`config.mk`:
```
export PLATFORM = sky130hd
export DESIGN_NAME = convolutor_ctrl_fsm
export DESIGN_NICKNAME = d
export VERILOG_FILES = /design/src/rtl/convolutor_ctrl_pkg.sv /design/src/rtl/convolutor_index_counter.sv /design/src/rtl/convolutor_std_comparator_p.sv /design/src/rtl/convolutor_ctrl_fsm.sv
export SDC_FILE = /design/constraint.sdc
export NUM_CORES = 1
export LEC_CHECK = 0
export CAP_MARGIN = 20
export CORE_AREA = 5 5 82 84
export DETAILED_ROUTE_END_ITERATION = 10
export DIE_AREA = 0 0 87 89
export SLEW_MARGIN = 20
export SYNTH_ARGS = -nofsm -noshare
export SYNTH_HDL_FRONTEND = slang
export SYNTH_SLANG_ARGS = --single-unit
```
`constraint.sdc`:
```
create_clock -name clk_i -period 3.5 [get_ports clk_i]
set_clock_uncertainty 0.05 [all_clocks]
set_input_delay 0.525 -clock clk_i [delete_from_list [all_inputs] [get_ports clk_i]]
set_output_delay 0.525 -clock clk_i [all_outputs]
set_load 0.05 [all_outputs]
```
`src/rtl/convolutor_ctrl_pkg.sv`:
```
// Shared definitions for the 1-D convolution sequencer.
//   state_t        : sequencer states
//   ADDR_W_DEFAULT : default width of the X/Y address buses and size inputs
package convolutor_ctrl_pkg;

    localparam int unsigned ADDR_W_DEFAULT = 5;

    typedef enum logic [2:0] {
        IDLE  = 3'd0,
        CLR   = 3'd1,
        CALC  = 3'd2,
        WAIT  = 3'd3,
        STORE = 3'd4,
        DONE  = 3'd5
    } state_t;

endpackage

```
`src/rtl/convolutor_index_counter.sv`:
```
// Up-counter with synchronous clear, count enable and terminal-value flag.
//   clk_i, rst_ni : clock, asynchronous active-low reset
//   clr_i         : load zero (has priority over en_i)
//   en_i          : increment by one
//   last_i        : terminal value to compare against
//   cnt_o         : current count
//   at_last_o     : cnt_o == last_i
module convolutor_index_counter #(
    parameter int unsigned WIDTH = 5
) (
    input  logic             clk_i,
    input  logic             rst_ni,
    input  logic             clr_i,
    input  logic             en_i,
    input  logic [WIDTH-1:0] last_i,
    output logic [WIDTH-1:0] cnt_o,
    output logic             at_last_o
);

    logic [WIDTH-1:0] cnt_q;

    always_ff @(posedge clk_i or negedge rst_ni) begin
        if (!rst_ni) begin
            cnt_q <= '0;
        end else if (clr_i) begin
            cnt_q <= '0;
        end else if (en_i) begin
            cnt_q <= cnt_q + WIDTH'(1);
        end
    end

    assign cnt_o = cnt_q;

    convolutor_std_comparator_p #(
        .WIDTH (WIDTH),
        .TYPE  (0)
    ) u_last_cmp (
        .a_i (cnt_q),
        .b_i (last_i),
        .y_o (at_last_o)
    );

endmodule

```
`src/rtl/convolutor_std_comparator_p.sv`:
```
// Parametric combinational comparator.
//   a_i, b_i : unsigned operands, WIDTH bits
//   y_o      : result of the comparison selected by TYPE
//              0: a==b  1: a!=b  2: a<b  3: a<=b  4: a>b  5: a>=b
module convolutor_std_comparator_p #(
    parameter int unsigned WIDTH = 8,
    parameter int unsigned TYPE  = 0
) (
    input  logic [WIDTH-1:0] a_i,
    input  logic [WIDTH-1:0] b_i,
    output logic             y_o
);

    always_comb begin
        y_o = 1'b0;
        case (TYPE)
            0:       y_o = (a_i == b_i);
            1:       y_o = (a_i != b_i);
            2:       y_o = (a_i <  b_i);
            3:       y_o = (a_i <= b_i);
            4:       y_o = (a_i >  b_i);
            5:       y_o = (a_i >= b_i);
            default: y_o = 1'b0;
        endcase
    end

endmodule

```
`src/rtl/convolutor_ctrl_fsm.sv`:
```
// Sequencer for the 1-D convolution datapath: Z[i] = sum_j X[i-j]*Y[j].
//   clk_i, rst_ni      : clock, asynchronous active-low reset
//   start_i            : start request (IDLE only); size_x_i/size_y_i latched with it
//   busy_o, done_o     : operation in progress / one-cycle completion pulse
//   err_o              : zero-size request, sticky until the next accepted start
//   mem_x_addr_o       : X read address (i-j); mem_y_addr_o : Y read address (j)
//   mac_clr_o          : clear accumulator; mac_en_o : accumulate current read data
//   mem_z_addr_o       : Z write address (i); mem_z_we_o : Z write strobe
module convolutor_ctrl_fsm
    import convolutor_ctrl_pkg::*;
#(
    parameter int unsigned ADDR_W = ADDR_W_DEFAULT
) (
    input  logic              clk_i,
    input  logic              rst_ni,
    input  logic              start_i,
    input  logic [ADDR_W-1:0] size_x_i,
    input  logic [ADDR_W-1:0] size_y_i,
    output logic              busy_o,
    output logic              done_o,
    output logic              err_o,
    output logic [ADDR_W-1:0] mem_x_addr_o,
    output logic [ADDR_W-1:0] mem_y_addr_o,
    output logic              mac_clr_o,
    output logic              mac_en_o,
    output logic [ADDR_W:0]   mem_z_addr_o,
    output logic              mem_z_we_o
);

    state_t            state_q, state_d;
    logic [ADDR_W-1:0] size_x_q, size_y_q;
    logic              err_q, err_d;
    logic              valid_q;
    logic [ADDR_W-1:0] x_hold_q, y_hold_q;
    logic [ADDR_W:0]   z_hold_q;

    logic [ADDR_W:0]   i_cnt, last_i, diff;
    logic [ADDR_W-1:0] j_cnt, last_j;
    logic              i_last, j_last, i_ge_j, diff_lt_x;
    logic              start_ok, zero_size;

    assign start_ok  = (state_q == IDLE) && start_i;
    assign zero_size = (size_x_i == '0) || (size_y_i == '0);
    assign last_i    = {1'b0, size_x_q} + {1'b0, size_y_q} - (ADDR_W+1)'(2);
    assign last_j    = size_y_q - ADDR_W'(1);
    assign diff      = i_cnt - {1'b0, j_cnt};

    convolutor_index_counter #(
        .WIDTH (ADDR_W + 1)
    ) u_i_cnt (
        .clk_i     (clk_i),
        .rst_ni    (rst_ni),
        .clr_i     (start_ok),
        .en_i      ((state_q == STORE) && !i_last),
        .last_i    (last_i),
        .cnt_o     (i_cnt),
        .at_last_o (i_last)
    );

    convolutor_index_counter #(
        .WIDTH (ADDR_W)
    ) u_j_cnt (
        .clk_i     (clk_i),
        .rst_ni    (rst_ni),
        .clr_i     (state_q == CLR),
        .en_i      ((state_q == CALC) && !j_last),
        .last_i    (last_j),
        .cnt_o     (j_cnt),
        .at_last_o (j_last)
    );

    convolutor_std_comparator_p #(
        .WIDTH (ADDR_W + 1),
        .TYPE  (5)
    ) u_ge_cmp (
        .a_i (i_cnt),
        .b_i ({1'b0, j_cnt}),
        .y_o (i_ge_j)
    );

    // diff wraps when i<j; the i>=j term masks that case.
    convolutor_std_comparator_p #(
        .WIDTH (ADDR_W + 1),
        .TYPE  (2)
    ) u_lt_cmp (
        .a_i (diff),
        .b_i ({1'b0, size_x_q}),
        .y_o (diff_lt_x)
    );

    always_comb begin
        state_d = state_q;
        err_d   = err_q;
        unique case (state_q)
            IDLE: begin
                if (start_i) begin
                    err_d   = zero_size;
                    state_d = zero_size ? DONE : CLR;
                end
            end
            CLR:     state_d = CALC;
            CALC:    state_d = j_last ? WAIT : CALC;
            WAIT:    state_d = STORE;
            STORE:   state_d = i_last ? DONE : CLR;
            DONE:    state_d = IDLE;
            default: state_d = IDLE;
        endcase
    end

    always_ff @(posedge clk_i or negedge rst_ni) begin
        if (!rst_ni) begin
            state_q  <= IDLE;
            size_x_q <= '0;
            size_y_q <= '0;
            err_q    <= 1'b0;
            valid_q  <= 1'b0;
            x_hold_q <= '0;
            y_hold_q <= '0;
            z_hold_q <= '0;
        end else begin
            state_q  <= state_d;
            err_q    <= err_d;
            // Read data arrives one cycle after the address, so the enable lags by one.
            valid_q  <= (state_q == CALC) && i_ge_j && diff_lt_x;
            x_hold_q <= mem_x_addr_o;
            y_hold_q <= mem_y_addr_o;
            z_hold_q <= mem_z_addr_o;
            if (start_ok) begin
                size_x_q <= size_x_i;
                size_y_q <= size_y_i;
            end
        end
    end

    assign busy_o       = (state_q == CLR) || (state_q == CALC) ||
                          (state_q == WAIT) || (state_q == STORE);
    assign done_o       = (state_q == DONE);
    assign err_o        = err_q;
    assign mac_clr_o    = (state_q == CLR);
    assign mac_en_o     = valid_q;
    assign mem_z_we_o   = (state_q == STORE);
    assign mem_x_addr_o = (state_q == CALC)  ? diff[ADDR_W-1:0] : x_hold_q;
    assign mem_y_addr_o = (state_q == CALC)  ? j_cnt            : y_hold_q;
    assign mem_z_addr_o = (state_q == STORE) ? i_cnt            : z_hold_q;

endmodule

```
After elaboration in Yosys (flattened, before gate mapping) --
Cells that the tools add are included.
Word-level totals: bits in registers 42, input bits 13, output and inout bits 22, logic and storage cells 55
Operators by class: add/sub/neg operators 6, $lt $le $gt $ge 2, equality and inequality tests 8, mux-type cells 12, reduce and logical (&&, ||, !) cells 17
Operator list (number):
- $mux W5 | 4
- $mux W6 | 3
- $pmux W3 S5 | 1
- $logic_not A5 Y1 | 2
- $mux W3 | 3
- $add A5 B5 Y6 | 1
- $add A6 B1 Y6 const B | 1
- $eq A3 B2 Y1 const B | 2
- $eq A3 B3 Y1 const B | 2
- $eq A6 B6 Y1 | 1
- $ge A6 B5 Y1 | 1
- $lt A6 B5 Y1 | 1
- $sub A6 B2 Y6 const B | 1
- $sub A6 B5 Y6 | 1
- $add A5 B1 Y5 const B | 1
- $eq A5 B5 Y1 | 1
- $logic_and A1 B1 Y1 | 5
- $sub A5 B1 Y5 const B | 1
- $logic_or A1 B1 Y1 | 4
- $reduce_bool A2 Y1 | 2
- $eq A3 B1 Y1 const B | 1
- $logic_not A3 Y1 | 1
- $logic_not A1 Y1 | 2
- $ne A2 B2 Y1 const B | 1
- 2 further kinds | 2

Logic depth before layout (Yosys ltp) --
Gate-level depths: netlist of the first run.
depth after elaboration 7, mapped depth 11, gate-level depth less buffers 11

Cells and area by module --
A second synthesis of the first run with hierarchy kept.
Second synthesis, totals: cells, all modules 274, area total of the unflattened synthesis 2685.1 um^2
By module, submodules not included:
- convolutor_ctrl_fsm | instances 1, cells each 177, area each 1774.2 um^2, sequential area each 775.7 um^2
- convolutor_index_counter at u_i_cnt | instances 1, cells each 24, area each 269.0 um^2, sequential area each 150.1 um^2
- convolutor_index_counter at u_j_cnt | instances 1, cells each 22, area each 252.7 um^2, sequential area each 125.1 um^2
- convolutor_std_comparator_p at u_ge_cmp | instances 1, cells each 19, area each 137.6 um^2, sequential area each 0.0 um^2
- convolutor_std_comparator_p at u_lt_cmp | instances 1, cells each 17, area each 123.9 um^2, sequential area each 0.0 um^2
- convolutor_std_comparator_p at u_i_cnt.u_last_cmp | instances 1, cells each 8, area each 68.8 um^2, sequential area each 0.0 um^2
- convolutor_std_comparator_p at u_j_cnt.u_last_cmp | instances 1, cells each 7, area each 58.8 um^2, sequential area each 0.0 um^2

Least setup slack after synthesis of the first run --
Ideal clock, no wire load.
kind register -> output, from register state_q[2], to output mem_z_addr_o[0], arrival time 2.289 ns, required time 2.925 ns, path slack 0.636 ns, stages on the path, launching flop included 5, path buffers 2, path through dfrtp_1 buf_2 or3b_2 clkbuf_1 o21ai_0
Between the ends: longest elaborated chain between the ends 2
Ends and longest elaborated chain:
- start, declared | line convolutor_ctrl_fsm.sv:30 | state_t state_q, state_d;
- start signal, assigned | line convolutor_ctrl_fsm.sv:121 | state_q <= state_d;
- $eq A3 B3 Y1 | line convolutor_ctrl_fsm.sv:144 | assign mem_z_addr_o = (state_q == STORE) ? i_cnt : z_hold_q;
- $mux W6 | line convolutor_ctrl_fsm.sv:144
- end, declared | line convolutor_ctrl_fsm.sv:26 | output logic [ADDR_W:0] mem_z_addr_o,
Every way passes these cells.

Worst setup path in the final report of the first run --
from register u_i_cnt.cnt_q[0], in the netlist u_i_cnt.cnt_o[0], to output mem_x_addr_o[2]
Between the ends: longest elaborated chain between the ends 2
Ends and longest elaborated chain:
- start, declared | line convolutor_index_counter.sv:20 | logic [WIDTH-1:0] cnt_q;
- start signal, assigned | line convolutor_index_counter.sv:28 | cnt_q <= cnt_q + WIDTH'(1);
- $sub A6 B5 Y6 | line convolutor_ctrl_fsm.sv:46 | assign diff = i_cnt - {1'b0, j_cnt};
- $mux W5 | line convolutor_ctrl_fsm.sv:142 | assign mem_x_addr_o = (state_q == CALC) ? diff[ADDR_W-1:0] : x_hold_q;
- end, declared | line convolutor_ctrl_fsm.sv:22 | output logic [ADDR_W-1:0] mem_x_addr_o,
Every way passes these cells.

==> impl_metrics.tcl, run 1 <==
set metrics [dict create \
    start_util_pct 42.4 \
    grt_usage_pct 15.7 \
    clkTransAtPathRegs_ns 0.08 \
    final_nets 340 \
    die_x_um 87 \
    rsz0062_at_grt "false" \
    pre_cts_ws_ns 0.433 \
    r2r_end "u_i_cnt.cnt_o[5]$_DFFE_PN0P_" \
    r2r_setup_slack_ns 0.77 \
    slew-limit-headroom_pct 37.1 \
    hp-class "in -> async" \
    async_flop_share_pct 100 \
    worstPathArrival_ns 2.68 \
    ys_ff_latch 42 \
    synth_area_mm2 0.00248 \
    syn_nets 303 \
    grt_overflow 0 \
    critPathCaptureType "output pin" \
    drt_pass1_iterations 4 \
    cp.required_ns 2.92 \
    hpwl_mm 4.15 \
    drt_iter0_markers 76 \
    stdcell_count 380 \
    cts_max_level 2 \
    antenna_cells 0 \
    yosysWarnings 0 \
    clock_latency_ns 0.30 \
    status "finished, final reports clean" \
    grt_pass1_vias 1864 \
    io_buffer_count 34 \
    maxCapViolCount 0 \
    root_buffer "clkbuf_8" \
    fin_crit_sh_pct 93.0 \
    cts_tree "yes" \
    dpl.cell_count 372 \
    drive_gt1_share_pct 7.54 \
    routed_wl_mm 5.49 \
    crit_end "mem_x_addr_o[2]" \
    worstMarginPinSlew_ns 0.943 \
    drc_errors 0 \
    crit_path_start "u_i_cnt.cnt_o[0]$_DFFE_PN0P_" \
    clockBufferDepth 2 \
    grt_max_degree 43 \
    avgViaCountPerCell 5.04 \
    reg2regPathDepth 11 \
    cts_buffers 5 \
    post-route-util_pct 51.3 \
    gp_congestion 0.835 \
    ys_seq_area_share_pct 42.4 \
    finalHoldViolCount 0 \
    synth_cell_types 40 \
    synth_most_common_cell "nand2_1" \
    setup_violations 0 \
    grt_pass1_wl_mm 9.33 \
    area_delta_synth_final_pct 20.9 \
    synth_edf_count 0 \
    rows 28 \
    avgSynthCellArea_um2 9.29 \
    wl_per_cell_um 14.4 \
    cts-hold-fix-buffers 0 \
    dieArea_mm2 0.00774 \
    setup_tns_ns 0 \
    fmax_mhz 307 \
    syn_inst 267 \
    fin_crit_ns 3.26 \
    synth_top_area_share_pct 42.4 \
    antenna_found_initial 0 \
    synthTopCellsByCount "nand2_1, dfrtp_1, inv_1, o21ai_0, ha_1" \
    r2r_start "size_x_q[1]$_DFFE_PN0P_" \
    core_mm2 0.00585 \
    vias 1916 \
    critPathKind "reg -> out" \
    ant_nets 0 \
    cts_sinks 42 \
    synth-main-ff-cell "dfrtp_1" \
    yosys.area.top_type "dfrtp_1" \
    crit_fanout 6 \
    yosys-top-cells-area "dfrtp_1, ha_1, nand2_1" \
    die_y_um 89 \
    cp-start-kind "register" \
    drv_slew 0 \
    io_pins 35 \
    worst_slack_ns 0.244 \
]
[timing repair]
action / 4_1_cts / 5_1_grt
buffers inserted: 0 / 0
setup endpoints to repair: 0 / 1
gates resized for setup: 0 / 1
[registers in the layout, indices dropped and copies added, names as in the netlist, 3 cells and up]
name           flops
z_hold_q           6
size_y_q           5
u_j_cnt.cnt_o      5
y_hold_q           5
x_hold_q           5
u_i_cnt.cnt_o      6
size_x_q           5
state_q            3
[layout by cell type (no fill, tap or decap), types with 3 or more instances in the layout]
cell type	n
a21oi_1	10
and2_1	3
and3_1	3
buf_4	4
clkbuf_8	6
clkdlybuf4s50_1	31
dfrtp_1	42
ha_1	21
inv_1	26
mux2_2	3
mux2i_1	3
nand2_1	51
nand2b_1	3
nand4_1	3
nor2_1	9
nor2b_1	4
nor3_1	3
o211ai_1	3
o21a_1	3
o21ai_0	22
xnor2_1	14
xor2_1	5
[stage by stage]
step	hold WS [ns]	area, µm²
global placement	0.404	2900
global route	0.400	3000
finish	0.319	3000
CTS	0.365	3000
floorplan	0.179	2480
detailed placement	0.411	2900
[cell type report]
| type | instances | area (µm²) |
|---|---|---|
| tap | 75 | 93.8 |
| timing repair buffer | 37 | 358 |
| inverter | 26 | 97.6 |
| clock buffer | 6 | 82.6 |
| fill | 541 | 2850 |
| multi-input combinational | 192 | 1310 |
| clock inverter | 2 | 12.5 |
| sequential | 42 | 1050 |
[worst max-delay path: stages, from the launching register on]
cell	delay, ns
dfrtp_1	0.45
inv_1	0.10
ha_1	0.17
inv_1	0.06
fa_1	0.40
xor2_1	0.24
nand2_1	0.08
nand2_1	0.09
clkdlybuf4s50_1	0.80
[worst min-delay path by stage]
| stage | endpoint | slack (ns) | from | cells after the start |
|---|---|---|---|---|
| after floorplan | err_o$_DFFE_PN0P_ | 0.18 | rst_ni | 0 |
| after global placement | z_hold_q[2]$_DFF_PN0_ | 0.40 | z_hold_q[2]$_DFF_PN0_ | 2 |
| after detailed placement | y_hold_q[0]$_DFF_PN0_ | 0.41 | y_hold_q[0]$_DFF_PN0_ | 2 |
| after CTS | size_x_q[0]$_DFFE_PN0P_ | 0.37 | rst_ni | 1 |
| after global routing | z_hold_q[3]$_DFF_PN0_ | 0.40 | rst_ni | 1 |
| final | z_hold_q[4]$_DFF_PN0_ | 0.32 | rst_ni | 1 |
[kinds of logic (layout without fill, tap and decap cells)]
logic type	Yosys count	in the layout	share of synthesized area, %
buffers and inverters	33	71	5.04
adders and majority gates	23	23	12.2
AOI/OAI and AO/OA	54	54	14.0
DFF	42	42	42.4
muxes	6	6	2.57
and+or+nand+nor	90	90	17.1
xor gates and xnor gates	19	19	6.71
[per-layer routing]
| metal | GRT usage, % | wire [µm] | share of wire (%) |
|---|---|---|---|
| met5 | 0 | 0 | 0 |
| met4 | 5.81 | 102 | 1.9 |
| met3 | 3.41 | 272 | 5.0 |
| met2 | 23.3 | 2360 | 43 |
| met1 | 22.5 | 2750 | 50 |
Power of run 1 is not shown: default switching activity piles up to over one toggle a cycle in this logic, so the estimate is an artifact.
==> run 2, diff against run 1 <==
==> constraint.sdc (replaced) <==
create_clock -name clk_i -period 4.1 [get_ports clk_i]
set_clock_uncertainty 0.05 [all_clocks]
set_input_delay 0.615 -clock clk_i [delete_from_list [all_inputs] [get_ports clk_i]]
set_output_delay 0.615 -clock clk_i [all_outputs]
set_load 0.05 [all_outputs]
==> run 2 against run 1 <==
Net effect:
- first-iteration DRC count is 17% lower
- global-route usage is 0.19 points higher
- final area is 0.50% lower
- die area stayed put
- flip-flop and latch count stayed put
- non-clock buffer count is 2 lower
- hold slack better by 0.091 ns
==> impl_metrics.tcl, run 2 (same netlist as run 1, synthesis figures left out) <==
set metrics [dict create \
    wl_per_cell_um 14.6 \
    cts_max_level 2 \
    cts-hold-fix-buffers 0 \
    core_mm2 0.00585 \
    cts_buffers 5 \
    post_cts_resized 0 \
    stdcell_count 378 \
    finalHoldViolCount 0 \
    ant_nets 0 \
    grt_max_degree 43 \
    final_nets 338 \
    worstMarginPinSlew_ns 0.939 \
    die_x_um 87 \
    power_density_mw_per_mm2 920 \
    drt_iter0_markers 63 \
    clkTransAtPathRegs_ns 0.08 \
    hpwl_mm 4.20 \
    clockBufferDepth 2 \
    postCtsSetupRepairBufs 0 \
    dpl.cell_count 370 \
    seq_area_mm2 0.00105 \
    drv_slew 0 \
    cp.required_ns 3.43 \
    grt_pass1_wl_mm 9.57 \
    grt_usage_pct 15.9 \
    clock_latency_ns 0.30 \
    avgViaCountPerCell 5.04 \
    hp-class "in -> async" \
    place_area_mm2 0.00289 \
    status "finished, final reports clean" \
    critPathCaptureType "output pin" \
    cts_tree "yes" \
    drc_errors 0 \
    start_util_pct 42.4 \
    root_buffer "clkbuf_8" \
    grt_overflow 0 \
    fin_crit_sh_pct 89.3 \
    fin_crit_ns 3.66 \
    die_y_um 89 \
    cp-start-kind "register" \
    ir_worst_vdd_uv 515 \
    routed_wl_mm 5.50 \
    mostFrequentLayoutCells "nand2_1, dfrtp_1, clkdlybuf4s50_1, inv_1, o21ai_0" \
    slew-limit-headroom_pct 37.4 \
    final_area_mm2 0.00299 \
    io_pins 35 \
    gp_congestion 0.797 \
    rsz0062_at_grt "false" \
    setup_violations 0 \
    antenna_found_initial 0 \
    final_common_cell "nand2_1" \
    fillers 559 \
    drt_pass1_iterations 4 \
    dieArea_mm2 0.00774 \
    maxCapViolCount 0 \
    critPathKind "reg -> out" \
    timing.hold.ws_ns 0.409 \
    rows 28 \
    antenna_cells 0 \
    setup_tns_ns 0 \
    crit_fanout 6 \
    vias 1906 \
    worstPathArrival_ns 3.00 \
    fmax_mhz 273 \
    drive_gt1_share_pct 6.60 \
    area_delta_synth_final_pct 20.3 \
    leakagePower_nw 1.38 \
    io_buffer_count 34 \
    grt_pass1_vias 1996 \
    cts_sinks 42 \
    multi_input_area_mm2 0.00131 \
]
## run 2: cell types whose count changed in the layout (fill, tap and decap cells not counted)
cell	before	now
dlymetal6s2s_1	1	0
clkdlybuf4s50_1	31	33
buf_4	4	1
## run 2: stage by stage
stage,util (%),power [mW],setup slack (ns)
final,51.0,2.75,0.437
after global routing,51.0,3.02,0.175
after CTS,51.0,2.78,0.402
after detailed placement,49.4,2.48,0.743
after global placement,49.4,2.46,0.806
after floorplan,-,2.01,1.15
## run 2: final cells by class
| type | count | share of cell area [%] |
|---|---|---|
| inverters | 26 | 3.27 |
| clock buffers | 6 | 2.77 |
| multi-input cells | 192 | 43.7 |
| clock inverters | 2 | 0.419 |
| flip-flops and latches | 42 | 35.2 |
| well taps | 75 | 3.14 |
| repair buffers | 35 | 11.5 |
## run 2: per-layer routing
layer  GRT usage, %  part of all wire [%]  vias up
met5              0                     0        -
met4           4.96                   1.4        0
met3           3.23                   3.8        9
met2           25.1                    45       31
met1           22.0                    50      896
li1               -                     -      970
## run 2: worst max-delay path: stages, from the launching register on
cell             delay, ns
dfrtp_1               0.44
inv_1                 0.10
ha_1                  0.17
inv_1                 0.06
fa_1                  0.41
a21o_1                0.18
a21oi_1               0.21
xnor2_1               0.17
nand2_1               0.07
nand2_1               0.09
clkdlybuf4s50_1       0.80
## run 2: report_power, final
part	switching, mW	internal (mW)	leakage [nW]
Combinational	1.10	0.699	0.780
Sequential	0.109	0.553	0.553
Clock	0.149	0.136	0.0472
Total	1.36	1.39	1.38
## run 2: final timing paths
kind / startpoint / endpoint / slack (ns) / cells after the start
max: u_i_cnt.cnt_o[0]$_DFFE_PN0P_ / mem_x_addr_o[4] / 0.44 / 10
min: rst_ni / z_hold_q[3]$_DFF_PN0_ / 0.41 / 1
max reg2reg: size_y_q[1]$_DFFE_PN0P_ / u_i_cnt.cnt_o[5]$_DFFE_PN0P_ / 1.37 / 11
min reg2reg: x_hold_q[2]$_DFF_PN0_ / x_hold_q[2]$_DFF_PN0_ / 0.43 / 2
max in group asynchronous: rst_ni / x_hold_q[2]$_DFF_PN0_ / 3.01 / 1
min in group clk_i: x_hold_q[2]$_DFF_PN0_ / x_hold_q[2]$_DFF_PN0_ / 0.43 / 2
Note: power is estimated with default switching activity, not from simulation.
==> run 3, diff against run 2 <==
--- a/config.mk
+++ b/config.mk
@@ -9,6 +9,7 @@
 export CORE_AREA = 5 5 82 84
 export DETAILED_ROUTE_END_ITERATION = 10
 export DIE_AREA = 0 0 87 89
+export MAX_ROUTING_LAYER = met4
 export SLEW_MARGIN = 20
 export SYNTH_ARGS = -nofsm -noshare
 export SYNTH_HDL_FRONTEND = slang
==> constraint.sdc (replaced) <==
create_clock -name clk_i -period 4.1 [get_ports clk_i]
set_clock_uncertainty 0.05 [all_clocks]
set_input_delay 0.615 -clock clk_i [delete_from_list [all_inputs] [get_ports clk_i]]
set_output_delay 0.615 -clock clk_i [all_outputs]
set_load 0.005 [all_outputs]
==> run 3 against run 2 <==
Net effect:
- combinational power decreased by 18%
- total power is 10% lower
- critical path depth stayed put
- first-iteration DRC count increased by 17%
- fmax is 9.1% higher
- critical path type unchanged
- wire length up 0.24%
- final area grew 0.46%
- register-to-register slack about the same
- largest power group unchanged
==> impl_metrics.tcl, run 3 (same netlist as run 1, synthesis figures left out) <==
set metrics [dict create \
    status "finished, final reports clean" \
    post_cts_resized 0 \
    cts_buffers 5 \
    drc_errors 0 \
    finalHoldViolCount 0 \
    rows 28 \
    avgViaCountPerCell 5.01 \
    drive_gt1_share_pct 6.60 \
    wl_per_cell_um 14.6 \
    root_buffer "clkbuf_8" \
    mostFrequentLayoutCells "nand2_1, dfrtp_1, clkdlybuf4s50_1, inv_1, o21ai_0" \
    cts_tree "yes" \
    critPathKind "reg -> out" \
    cp-start-kind "register" \
    drv_slew 0 \
    vias 1893 \
    die_x_um 87 \
    clkTransAtPathRegs_ns 0.08 \
    setup_violations 0 \
    power_density_mw_per_mm2 821 \
    clock_latency_ns 0.30 \
    core_mm2 0.00585 \
    p_total_mw 2.46 \
    slew-limit-headroom_pct 36.3 \
    slowest_stage "clkdlybuf4s50_1" \
    area_delta_synth_final_pct 20.9 \
    critPathCaptureType "output pin" \
    hpwl_mm 4.25 \
    crit_chain "inv_1, ha_1, inv_1, fa_1, a21o_1, a21oi_1, xnor2_1, nand2_1, nand2_1, clkdlybuf4s50_1" \
    worstMarginPinSlew_ns 0.955 \
    leakagePower_nw 1.39 \
    postCtsSetupRepairBufs 0 \
    worstPathArrival_ns 2.69 \
    ant_nets 0 \
    stdcell_count 378 \
    setup_tns_ns 0 \
    r2r_setup_slack_ns 1.37 \
    path_delay_family "buffers and inverters" \
    fin_crit_sh_pct 81.9 \
    reg2regPathDepth 11 \
    final_common_cell "nand2_1" \
    grt_usage_pct 16.5 \
    rsz0062_at_grt "false" \
    start_util_pct 42.4 \
    drt_iter0_markers 74 \
    grt_pass1_vias 1909 \
    cp.required_ns 3.43 \
    final_nets 338 \
    cts_max_level 2 \
    gp_congestion 0.800 \
    post-route-util_pct 51.3 \
    antenna_found_initial 0 \
    drt_pass1_iterations 4 \
    maxCapViolCount 0 \
    fmax_mhz 298 \
    fillers 544 \
    antenna_cells 0 \
    dpl.cell_count 370 \
    grt_overflow 0 \
    fin_crit_ns 3.36 \
    cts-hold-fix-buffers 0 \
    io_pins 35 \
    cp_slowest_stage_delay_ns 0.50 \
    grt_max_degree 43 \
    crit_fanout 6 \
    hp-class "in -> async" \
    clockBufferDepth 2 \
    io_buffer_count 34 \
    path_buf_inv 3 \
    grt_pass1_wl_mm 9.49 \
    crit_cells 10 \
    die_y_um 89 \
    routed_wl_mm 5.52 \
    ir_worst_vdd_uv 386 \
    cts_sinks 42 \
    dieArea_mm2 0.00774 \
]
==> run 3: cell types whose count changed in the layout (fill, tap and decap cells not counted) <==
cell        previous run  this run
clkinvlp_4             1         0
bufinv_16              0         1
clkinv_2               1         2
clkbuf_8               6         5
==> run 3: per-stage QoR <==
stage | setup WS [ns] | hold slack (ns) | instance area (µm²)
finish | 0.742 | 0.409 | 3000
global route | 0.524 | 0.459 | 3000
CTS | 0.713 | 0.435 | 3000
detailed placement | 1.08 | 0.414 | 2890
global placement | 1.11 | 0.404 | 2890
floorplan | 1.58 | 0.269 | 2480
==> run 3: path summary, 6_finish.rpt <==
path / startpoint / endpoint
setup reg to reg: size_y_q[1]$_DFFE_PN0P_ / u_i_cnt.cnt_o[5]$_DFFE_PN0P_
hold reg to reg: x_hold_q[1]$_DFF_PN0_ / x_hold_q[1]$_DFF_PN0_
hold / removal: rst_ni / z_hold_q[3]$_DFF_PN0_
setup / recovery: u_i_cnt.cnt_o[0]$_DFFE_PN0P_ / mem_x_addr_o[4]
min in group clk_i: x_hold_q[1]$_DFF_PN0_ / x_hold_q[1]$_DFF_PN0_
max in group asynchronous: rst_ni / mac_en_o$_DFF_PN0_
==> run 3: power breakdown <==
group	internal [mW]	total, mW	switching, mW
sequential	0.554	0.665	0.111
combinational	0.700	1.47	0.768
clock	0.179	0.330	0.151
total	1.43	2.46	1.03
==> run 3: final cells by class <==
cell class | count | area [µm²] | share of cell area, %
Inverter | 26 | 97.6 | 3.25
Tap cell | 75 | 93.8 | 3.13
Clock inverter | 3 | 40.0 | 1.34
Sequential cell | 42 | 1050 | 35.0
Clock buffer | 5 | 68.8 | 2.29
Timing Repair Buffer | 35 | 343 | 11.4
Multi-Input combinational cell | 192 | 1310 | 43.5
==> run 3: worst register-to-register path, stage by stage (launching register included) <==
cell	delay [ns]
dfrtp_1	0.35
inv_1	0.08
ha_1	0.27
inv_1	0.04
ha_1	0.21
fa_1	0.51
xor2_1	0.15
nor3_1	0.07
o211a_1	0.16
a211oi_1	0.43
a21oi_1	0.12
o21a_1	0.18
==> run 3: per-layer routing <==
metal  up-vias  wire, µm  global-route usage, %
met1       879      2810                   22.4
met2        31      2450                   25.1
li1        977         -                      -
met4         0        63                   4.67
met3         6       191                   3.23
met5         -         0                      -
